==> src/rtl/stopwatch_pkg.sv <==
// Shared types and constants for the multi-channel stopwatch.
// State encoding and default counter modulus.
package stopwatch_pkg;

   localparam logic [1:0] STAT_STOP  = 2'd0;
   localparam logic [1:0] STAT_RUN   = 2'd1;
   localparam logic [1:0] STAT_PAUSE = 2'd2;

   // 6000 ticks = 60.00 s at a 100 Hz tick
   localparam int SW_MAX_COUNT = 6000;

   typedef enum logic [1:0] {
      ST_STOP  = STAT_STOP,
      ST_RUN   = STAT_RUN,
      ST_PAUSE = STAT_PAUSE
   } sw_state_t;

   // Next state from the button pulses; 2'b11 falls back to STOP
   function automatic sw_state_t sw_next(
      input sw_state_t cur,
      input logic      ss,
      input logic      pr
   );
      sw_state_t nxt;
      nxt = cur;
      unique case (cur)
         ST_STOP: begin
            if (ss) nxt = ST_RUN;
         end
         ST_RUN: begin
            if (ss)      nxt = ST_STOP;
            else if (pr) nxt = ST_PAUSE;
         end
         ST_PAUSE: begin
            if (ss)      nxt = ST_STOP;
            else if (pr) nxt = ST_RUN;
         end
         default: nxt = ST_STOP;
      endcase
      return nxt;
   endfunction

endpackage

==> src/rtl/stopwatch_channel.sv <==
// One stopwatch channel: run/pause/stop FSM, wrapping counter, lap hold.
// Lap hold is built only when STOPWATCH_LAP_EN is defined.
module stopwatch_channel
   import stopwatch_pkg::*;
#(
   parameter int MAX_COUNT = SW_MAX_COUNT,
   parameter int CNT_W     = $clog2(MAX_COUNT)
) (
   input  logic             clk_100,
   input  logic             rst_n,
   input  logic             tick,
   input  logic             start_stop,
   input  logic             pause_resume,
   input  logic             clear,
   input  logic             lap,
   output logic             running,
   output logic             paused,
   output logic             wrap,
   output logic [CNT_W-1:0] count,
   output logic [CNT_W-1:0] disp_count
);

   localparam logic [CNT_W-1:0] LAST = CNT_W'(MAX_COUNT - 1);

   sw_state_t state;
   sw_state_t state_nxt;
   logic      cnt_en;

   // Next state: clear overrides every button
   always_comb begin
      state_nxt = sw_next(state, start_stop, pause_resume);
      if (clear) state_nxt = ST_STOP;
   end

   // Count only while the registered state is RUN
   assign cnt_en = tick && (state == ST_RUN);

   // FSM register with status flags registered alongside it
   always_ff @(posedge clk_100) begin
      if (!rst_n) begin
         state   <= ST_STOP;
         running <= 1'b0;
         paused  <= 1'b0;
      end else begin
         state   <= state_nxt;
         running <= (state_nxt == ST_RUN);
         paused  <= (state_nxt == ST_PAUSE);
      end
   end

   // Elapsed-tick counter, wrap pulse lands with the return to zero
   always_ff @(posedge clk_100) begin
      if (!rst_n || clear) begin
         count <= '0;
         wrap  <= 1'b0;
      end else begin
         wrap <= 1'b0;
         if (cnt_en) begin
            if (count == LAST) begin
               count <= '0;
               wrap  <= 1'b1;
            end else begin
               count <= count + 1'b1;
            end
         end
      end
   end

`ifdef STOPWATCH_LAP_EN
   logic             hold;
   logic [CNT_W-1:0] lap_q;

   // Lap capture in RUN, release from any state
   always_ff @(posedge clk_100) begin
      if (!rst_n) begin
         hold  <= 1'b0;
         lap_q <= '0;
      end else if (clear) begin
         hold <= 1'b0;
      end else if (lap) begin
         if (hold) begin
            hold <= 1'b0;
         end else if (state == ST_RUN) begin
            lap_q <= count;
            hold  <= 1'b1;
         end
      end
   end

   assign disp_count = hold ? lap_q : count;
`else
   logic lap_unused;

   assign lap_unused = lap;
   assign disp_count = count;
`endif

endmodule

==> src/rtl/stopwatch_ctrl_multi.sv <==
// Multi-channel stopwatch controller: NUM_CH independent channels.
// Optional lap hold per channel via STOPWATCH_LAP_EN.
module stopwatch_ctrl_multi
   import stopwatch_pkg::*;
#(
   parameter int NUM_CH    = 2,
   parameter int MAX_COUNT = SW_MAX_COUNT,
   parameter int CNT_W     = $clog2(MAX_COUNT)
) (
   input  logic                    clk_100,
   input  logic                    rst_n,
   input  logic                    tick,
   input  logic [NUM_CH-1:0]       start_stop,
   input  logic [NUM_CH-1:0]       pause_resume,
   input  logic [NUM_CH-1:0]       clear,
   input  logic [NUM_CH-1:0]       lap,
   output logic [NUM_CH-1:0]       running,
   output logic [NUM_CH-1:0]       paused,
   output logic [NUM_CH-1:0]       wrap,
   output logic [NUM_CH*CNT_W-1:0] count,
   output logic [NUM_CH*CNT_W-1:0] disp_count
);

   // One channel per slice, buses packed channel-major
   for (genvar i = 0; i < NUM_CH; i++) begin : g_ch
      stopwatch_channel #(
         .MAX_COUNT (MAX_COUNT),
         .CNT_W     (CNT_W)
      ) u_ch (
         .clk_100      (clk_100),
         .rst_n        (rst_n),
         .tick         (tick),
         .start_stop   (start_stop[i]),
         .pause_resume (pause_resume[i]),
         .clear        (clear[i]),
         .lap          (lap[i]),
         .running      (running[i]),
         .paused       (paused[i]),
         .wrap         (wrap[i]),
         .count        (count[i*CNT_W +: CNT_W]),
         .disp_count   (disp_count[i*CNT_W +: CNT_W])
      );
   end

endmodule

==> config.mk <==
export PLATFORM = sky130hd
export DESIGN_NAME = stopwatch_ctrl_multi
export DESIGN_NICKNAME = d
export VERILOG_FILES = /design/src/rtl/stopwatch_pkg.sv /design/src/rtl/stopwatch_channel.sv /design/src/rtl/stopwatch_ctrl_multi.sv
export SDC_FILE = /design/constraint.sdc
export NUM_CORES = 1
export LEC_CHECK = 0
export ABC_CLOCK_PERIOD_IN_PS = 1300
export BUFFER_PORTS_ARGS = -buffer_cell sky130_fd_sc_hd__buf_4
export CORE_MARGIN = 2
export CORE_UTILIZATION = 47
export CTS_BUF_LIST = sky130_fd_sc_hd__clkbuf_8
export CTS_CLUSTER_DIAMETER = 30
export DETAILED_ROUTE_END_ITERATION = 8
export PLACE_DENSITY = 0.75
export SLEW_MARGIN = 20
export SYNTH_ARGS = -nofsm -noshare
export SYNTH_HDL_FRONTEND = slang
export SYNTH_HIERARCHICAL = 1
export SYNTH_SLANG_ARGS = --single-unit
==> constraint.sdc <==
create_clock -name clk_100 -period 1.3 [get_ports clk_100]
set_input_delay 0.26 -clock clk_100 [delete_from_list [all_inputs] [get_ports clk_100]]
set_output_delay 0.26 -clock clk_100 [all_outputs]
set_load 0.01 [all_outputs]
==> Word level (Yosys, flattened, before mapping) <==
Index checks and enable logic that the tools add are counted.
{ "word_totals": {"wordCells": 51, "reg_bits": 36, "inputBits": 11, "out_inout_bits": 58} }
{ "op_classes": {"n_eq_ne": 10, "add_sub_neg": 2, "bitwise": 2, "reduce_logical": 9, "n_mux": 18} }
{ "op_table": {"columns": ["cell", "count"], "rows": [
  ["$add A13 B1 Y13 const B", 2],
  ["$eq A13 B13 Y1 const B", 2],
  ["$mux W13", 2],
  ["$mux W2", 12],
  ["$pmux W2 S3", 2],
  ["$eq A2 B1 Y1 const B", 4],
  ["$eq A2 B2 Y1 const B", 4],
  ["$logic_not A2 Y1", 2],
  ["$reduce_or A2 Y1", 2],
  ["$logic_and A1 B1 Y1", 2],
  ["$logic_or A1 B1 Y1", 2],
  ["$mux W1", 2],
  ["$not A1 Y1", 2],
  ["$logic_not A1 Y1", 1]
]} }

==> Longest topological paths before layout <==
Gate-level depths: netlist of the first run.
{ "logic_depth": {"word_depth": 5, "depth_mapped": 6, "ltp_nobuf": 5} }

==> Hierarchy <==
Netlist of the first run, hierarchy kept.
{ "modules_own_cells": {"columns": ["mod", "seq_area_each_um2", "cells_per_inst", "instances", "area_each_um2"], "rows": [
  ["stopwatch_channel", 360.3, 110, 2, 984.7]
]} }

==> Worst setup path after synthesis of the first run <==
Ideal clock, no wire load.
{ "synth_timing": {"path_type": "register to register", "from": "register g_ch[0].u_ch.count[0]", "to": "register g_ch[0].u_ch.count[4]", "stages_incl_launch_ff": 7, "required_time_ps": 1185, "path_buffers": 1, "setup_ps": 115, "period_less_slack_ps": 1488, "setup_slack_ps": -188, "arrival_ps": 1373, "path_cell_list": "dfxtp_1 > ha_1 > nand2_1 > nor3_4 > a41o_1 > buf_6 > nor2_2"} }
{ "synth_via": {"elab_chain_cells": 2, "elab_cells_between_ends": 3, "cone_classes": "1 x add/sub; 1 x eq/ne; 1 x mux"} }
{ "synth_rtl": {"columns": ["item", "line", "rtl"], "rows": [
  ["from (decl)", "stopwatch_channel.sv:19", "output logic [CNT_W-1:0] count,"],
  ["from (signal assigned)", "stopwatch_channel.sv:63", "count <= count + 1'b1;"],
  ["$add A13 B1 Y13 / $eq A13 B13 Y1 (equally long branches)", "stopwatch_channel.sv:63, stopwatch_channel.sv:59", null],
  ["$mux W13 *", "stopwatch_channel.sv:59", "if (count == LAST) begin"]
]} }
Every way passes the cells marked *; elsewhere a longest branch is shown, timed or not.
A chain may end at the register's enable or synchronous reset.

==> Final worst setup path of the first run <==
Same ends and word-level chain as after synthesis.

==> flow_summary.json, run 1 <==
{
  "powerDensity_nw_per_um2": 653,
  "drtIter0Drc": 139,
  "synth_compound_area_share_pct": 5.21,
  "first_global_vias": 1713,
  "ys_seq_area_share_pct": 36.6,
  "synth_seq_cells": 36,
  "area_delta_synth_final_pct": 55.5,
  "net-switching-power_uw": 477,
  "wl_met2_um": 2810,
  "track_usage_pct": 23.8,
  "cp.arrival_ns": 1.55,
  "via_per_inst": 5.25,
  "path_class": "reg2reg",
  "syn-instance-count": 220,
  "ff_latch_area_um2": 773,
  "synth-adder-area-share_pct": 1.27,
  "port_buffers": 66,
  "relSlewSlack_pct": 76.6,
  "finalHoldViolCount": 0,
  "yosys.area_share.simple_pct": 33.5,
  "initial_utilization_pct": 48.9,
  "violations": "negative setup slack",
  "post-place-ws_ns": -0.0613,
  "netlist_top_cells_area": "dfxtp_1 (37%), buf_4 (9.9%), xnor2_1 (8.0%)",
  "intPower_uw": 1520,
  "holdBufCountCts": 0,
  "finalWirelength_um": 5610,
  "p_total_uw": 2000,
  "die_w_um": 68.7,
  "core_area_um2": 4030,
  "grt_max_degree": 12,
  "num_io_pins": 69,
  "hp-class": "in2reg",
  "cts_buffers": 5,
  "vias": 1944,
  "row_count": 23,
  "crit_path_start": "g_ch[0].u_ch/count[0]$_SDFFE_PP0P_",
  "yosysTopAreaCellShare_pct": 36.6,
  "crit_fanout": 5,
  "combPwrFrac_pct": 6.6,
  "min_from": "start_stop[0]",
  "drv_slew": 0,
  "wl_met3_um": 385,
  "synth_commonest_cells": "dfxtp_1 (36), buf_4 (26), nor2_2 (20)",
  "ys_warn_count": 6,
  "post_synth_num_cell_types": 31,
  "postRouteAntennaNets": 0,
  "overflow": 0,
  "endpoint_kind": "flip-flop",
  "cts_sinks": 36,
  "fmax_ghz": 0.726,
  "peakVddDrop_mv": 0.614,
  "wire_per_inst_um": 15.2,
  "fin_ws_ns": -0.0769,
  "routedLengthMet1_um": 2340,
  "fin_hold_ws_ns": 0.155,
  "ys.flop_type": "dfxtp_1",
  "synth_most_common_cell": "dfxtp_1",
  "synth-edff-count": 0,
  "dp_hpwl_um": 3650,
  "grt_pass1_wl_um": 8240,
  "finalCritPeriodShare_pct": 106,
  "clk_latency_ns": 0.29,
  "maxCapViolations": 0,
  "clock_skew_ns": 0.00702,
  "tightest_slew_ns": 0.347,
  "rsz0062_at_grt": "true",
  "first_pass_iters": 5,
  "htree_levels": 2,
  "syn_avg_cell_area_um2": 8.95,
  "multiInputGateArea_um2": 1170,
  "final_util_pct": 76.0,
  "fillers": 274,
  "setup_viol": 13,
  "cp.required_ns": 1.48,
  "synth_area_um2": 1970,
  "synth_top_family_by_area": "simple AND/OR/NAND/NOR gates",
  "n_antenna_cell": 0,
  "synthMuxAreaShare_pct": 1.02,
  "cts_tree": "yes",
  "cts.clk_slew.worst_paths_ns": 0.07,
  "final_nets": 332,
  "die_y_um": 68.7,
  "async_reset_ff_share_pct": 0,
  "synth_xor_area_share_pct": 9.78,
  "seq_power_share_pct": 55.2,
  "gp_congestion": 0.794,
  "die-area_um2": 4720,
  "p_clk_share_pct": 38.2,
  "r2r_start": "g_ch[0].u_ch/count[0]$_SDFFE_PP0P_",
  "p_leak_uw": 0.00135,
  "ctsLongestPathBuffers": 2,
  "syn_nets": 233,
  "routed.top_layer": "met4",
  "start_kind": "flip-flop",
  "synth_top_area_cell": "dfxtp_1",
  "finalCriticalPeriod_ns": 1.38,
  "drive_gt1_share_pct": 63.1,
  "antenna_found_initial": 0,
  "cts_root_buf": "clkbuf_8",
  "post-route-drc-count": 0,
  "outcome": "complete, but fails checks",
  "netSwitchingFraction_pct": 23.8
}
==> logic make-up (layout without fill, tap and decap cells) <==
kind of cell	Yosys count	in the layout
simple gates	108	108
flops	36	36
buf+inv	36	136
xor+xnor	22	22
compound gates	14	14
fa+ha+maj	2	2
mux	2	2
==> state kept, by name, summed over array words and instances (netlist names) <==
signal	count
g_ch.u_ch/count	26
g_ch.u_ch/paused	2
g_ch.u_ch/running	2
g_ch.u_ch/state	4
g_ch.u_ch/wrap	2
==> per-stage QoR <==
step	std cells	setup TNS, ns	cell area, um2
6_report	370	-0.753	3060
3_3_place_gp	352	-0.201	2700
5_1_grt	370	-1.55	3060
4_1_cts	367	-0.0245	2940
3_5_place_dp	352	-0.544	2700
2_1_floorplan	220	0	2010
==> worst max-delay path: stages, from the launching register on <==
cell	delay, ns
dfxtp_4	0.39
ha_4	0.15
nand2_4	0.06
nor3_4	0.20
a41o_1	0.25
buf_6	0.17
nor2_2	0.05
==> final timing paths <==
check	slack, ns	end	cells after the start
worst max register to register	-0.08	g_ch[0].u_ch/count[4]$_SDFFE_PP0P_	6
worst max-delay path	-0.08	g_ch[0].u_ch/count[4]$_SDFFE_PP0P_	6
worst min register to register	0.56	g_ch[1].u_ch/wrap$_SDFF_PP0_	2
worst min-delay path	0.16	g_ch[0].u_ch/state[1]$_SDFF_PN0_	2
==> cell type report <==
class | count | area share [%]
Timing Repair Buffer | 122 | 31.0
Clock inverter | 3 | 0.449
Multi-Input combinational cell | 148 | 38.3
Tap cell | 50 | 2.04
Inverter | 6 | 0.735
Clock buffer | 5 | 2.25
Sequential cell | 36 | 25.2
==> power by group through the flow <==
stage	combinational, uW	sequential [uW]	clock [uW]
after floorplan	56.5	1140	0
after global placement	119	1130	0
after detailed placement	121	1130	0
after CTS	143	1110	781
after global routing	143	1100	837
final	133	1100	764
==> layer usage <==
| metal | vias up | global-route usage [%] |
|---|---|---|
| met5 | - | 0 |
| met4 | 0 | 8.82 |
| met3 | 10 | 4.06 |
| met2 | 71 | 37.7 |
| met1 | 929 | 32.4 |
| li1 | 934 | - |
==> what timing repair did <==
item | CTS | global route
setup buffers | 6 | 7
resized for setup | 23 | 28
pin swaps | 3 | 16
endpoints found under the setup margin | 27 | 31
cloned | 1 | 0
==> cells in the final DEF, fill, tap and decap left out, types with 3 or more instances in the layout <==
| cell type | instances |
|---|---|
| nor3_1 | 7 |
| nor3b_1 | 4 |
| inv_1 | 6 |
| a21oi_1 | 6 |
| nor4_4 | 3 |
| dfxtp_1 | 10 |
| xnor2_1 | 18 |
| nor3_4 | 3 |
| nor2_1 | 18 |
| dfxtp_4 | 8 |
| buf_6 | 9 |
| dfxtp_2 | 18 |
| xor2_1 | 4 |
| nand3_1 | 8 |
| clkbuf_8 | 5 |
| buf_4 | 113 |
| nand4_1 | 6 |
| nor2_2 | 18 |
| nor3_2 | 6 |
| nor4_2 | 3 |
| nand2_1 | 12 |
No activity file was read; power rests on OpenSTA's default activity.
==> inputs of run 2 (changes only) <==
--- a/config.mk
+++ b/config.mk
@@ -7,8 +7,10 @@
 export LEC_CHECK = 0
 export ABC_CLOCK_PERIOD_IN_PS = 1300
 export BUFFER_PORTS_ARGS = -buffer_cell sky130_fd_sc_hd__buf_4
+export CELL_PAD_IN_SITES_DETAIL_PLACEMENT = 1
+export CELL_PAD_IN_SITES_GLOBAL_PLACEMENT = 2
 export CORE_MARGIN = 2
-export CORE_UTILIZATION = 47
+export CORE_UTILIZATION = 27
 export CTS_BUF_LIST = sky130_fd_sc_hd__clkbuf_8
 export CTS_CLUSTER_DIAMETER = 30
 export DETAILED_ROUTE_END_ITERATION = 8
==> run 2 against run 1 <==
Against the previous run:
- critical path depth did not move
- wire length increased by 13%
- global-route usage fell by 8.1 points
- clock skew down 0.0029 ns
- non-clock buffer count rose by 10
- highest routed layer unchanged
- the flow still finishes with violations (negative setup slack)
- sequential share of layout area down 1.6 points
==> flow_summary.json, run 2 (synthesized netlist as in run 1, its figures left out) <==
{
  "outcome": "complete, but fails checks",
  "violations": "negative setup slack",
  "start_kind": "flip-flop",
  "postRouteAntennaNets": 0,
  "wl_met3_um": 202,
  "grt_pass1_wl_um": 9810,
  "post-route-drc-count": 0,
  "final_nets": 342,
  "clk_latency_ns": 0.28,
  "routedLengthMet1_um": 2910,
  "core_area_um2": 7180,
  "cp.required_ns": 1.47,
  "post-place-ws_ns": -0.146,
  "cp.arrival_ns": 1.54,
  "track_usage_pct": 15.7,
  "finalCritPeriodShare_pct": 105,
  "design_area_um2": 3290,
  "layout_common_cells": "buf_4 (111), buf_6 (21), nor2_2 (18)",
  "cts_tree": "yes",
  "cts_buffers": 5,
  "fin_ws_ns": -0.0633,
  "hp-class": "in2reg",
  "powerDensity_nw_per_um2": 625,
  "reg_top3": "g_ch.u_ch/count x26, g_ch.u_ch/state x4",
  "path_class": "reg2reg",
  "row_count": 31,
  "fillers": 820,
  "finalWirelength_um": 6320,
  "antenna_found_initial": 0,
  "top_register": "g_ch.u_ch/count",
  "rsz0062_at_grt": "true",
  "area_delta_synth_final_pct": 67.3,
  "first_pass_iters": 4,
  "final_common_cell": "buf_4",
  "via_per_inst": 4.60,
  "ctsLongestPathBuffers": 2,
  "wl_met2_um": 3120,
  "vias": 1975,
  "clock_skew_ns": 0.00414,
  "wire_per_inst_um": 14.7,
  "die-area_um2": 7990,
  "tns_ns": -0.647,
  "grt_max_degree": 11,
  "finalHoldViolCount": 0,
  "maxCapViolations": 0,
  "finalCriticalPeriod_ns": 1.36,
  "p_leak_uw": 0.00142,
  "die_w_um": 89.4,
  "port_buffers": 66,
  "initial_utilization_pct": 27.4,
  "crit_fanout": 3,
  "cts_sinks": 36,
  "num_io_pins": 69,
  "die_y_um": 89.4,
  "dp_hpwl_um": 4400,
  "first_global_vias": 2004,
  "routed.top_layer": "met4",
  "gp_congestion": 0.768,
  "htree_levels": 2,
  "rrSetupSlack_ns": -0.06,
  "largest_reg_flops": 26,
  "setup_viol": 23,
  "cts_root_buf": "clkbuf_8",
  "relSlewSlack_pct": 77.5,
  "placedInstanceArea_um2": 2820,
  "drtIter0Drc": 32,
  "n_antenna_cell": 0,
  "drive_gt1_share_pct": 66.7,
  "fmax_ghz": 0.734,
  "overflow": 0,
  "drv_slew": 0,
  "endpoint_kind": "flip-flop",
  "holdBufCountCts": 0,
  "peakVddDrop_mv": 0.372,
  "cts.clk_slew.worst_paths_ns": 0.07,
  "tightest_slew_ns": 0.333
}
run 2: through the flow:
step | cells | power, uW | hold WS [ns] | utilization (%)
after floorplan | 220 | 1190 | 0.339 | -
after global placement | 408 | 1260 | 0.456 | 39.3
after detailed placement | 408 | 1270 | 0.461 | 39.3
after CTS | 423 | 2110 | 0.154 | 43.4
after global routing | 429 | 2140 | 0.154 | 45.9
final | 429 | 2060 | 0.166 | 45.9
run 2: power by group:
part	internal, uW	switching [uW]	total (uW)	leakage (uW)
logic	73.4	75.1	149	0.00106
registers	1090	8.04	1100	0.000307
clock network	417	394	811	0.0000538
total	1580	477	2060	0.00142
run 2: cell type report:
class	instances	area [um2]	share of cell area (%)
Multi-Input combinational cell	148	1210	36.7
Clock inverter	2	7.51	0.228
Clock buffer	6	82.6	2.51
Inverter	6	22.5	0.684
Tap cell	99	124	3.76
Timing Repair Buffer	132	1070	32.5
Sequential cell	36	779	23.7
run 2: routing by layer:
layer,vias up,GRT usage (%)
li1,947,-
met1,966,21.5
met2,50,25.5
met3,12,2.68
met4,0,4.07
met5,-,0
run 2: worst paths after layout:
kind / cells past startpoint / startpoint / to
max: 6 / g_ch[0].u_ch/count[6]$_SDFFE_PP0P_ / g_ch[0].u_ch/count[11]$_SDFFE_PP0P_
min: 2 / start_stop[0] / g_ch[0].u_ch/state[1]$_SDFF_PN0_
max reg2reg: 6 / g_ch[0].u_ch/count[6]$_SDFFE_PP0P_ / g_ch[0].u_ch/count[11]$_SDFFE_PP0P_
min reg2reg: 2 / g_ch[1].u_ch/count[12]$_SDFFE_PP0P_ / g_ch[1].u_ch/wrap$_SDFF_PP0_
run 2: worst max-delay path, cell delays in order (launching register included):
cell and delay, ns:
dfxtp_4 0.36, buf_4 0.11, buf_4 0.11, nand4_1 0.17, nor4_4 0.26, xnor2_2 0.18, nor2_4 0.06
run 2: repair_timing:
item,CTS,global route
hold endpoints to repair,0,0
resized for setup,34,42
setup buffers,7,10
pin swaps,20,18
endpoints found under the setup margin,29,38
gates cloned,1,0
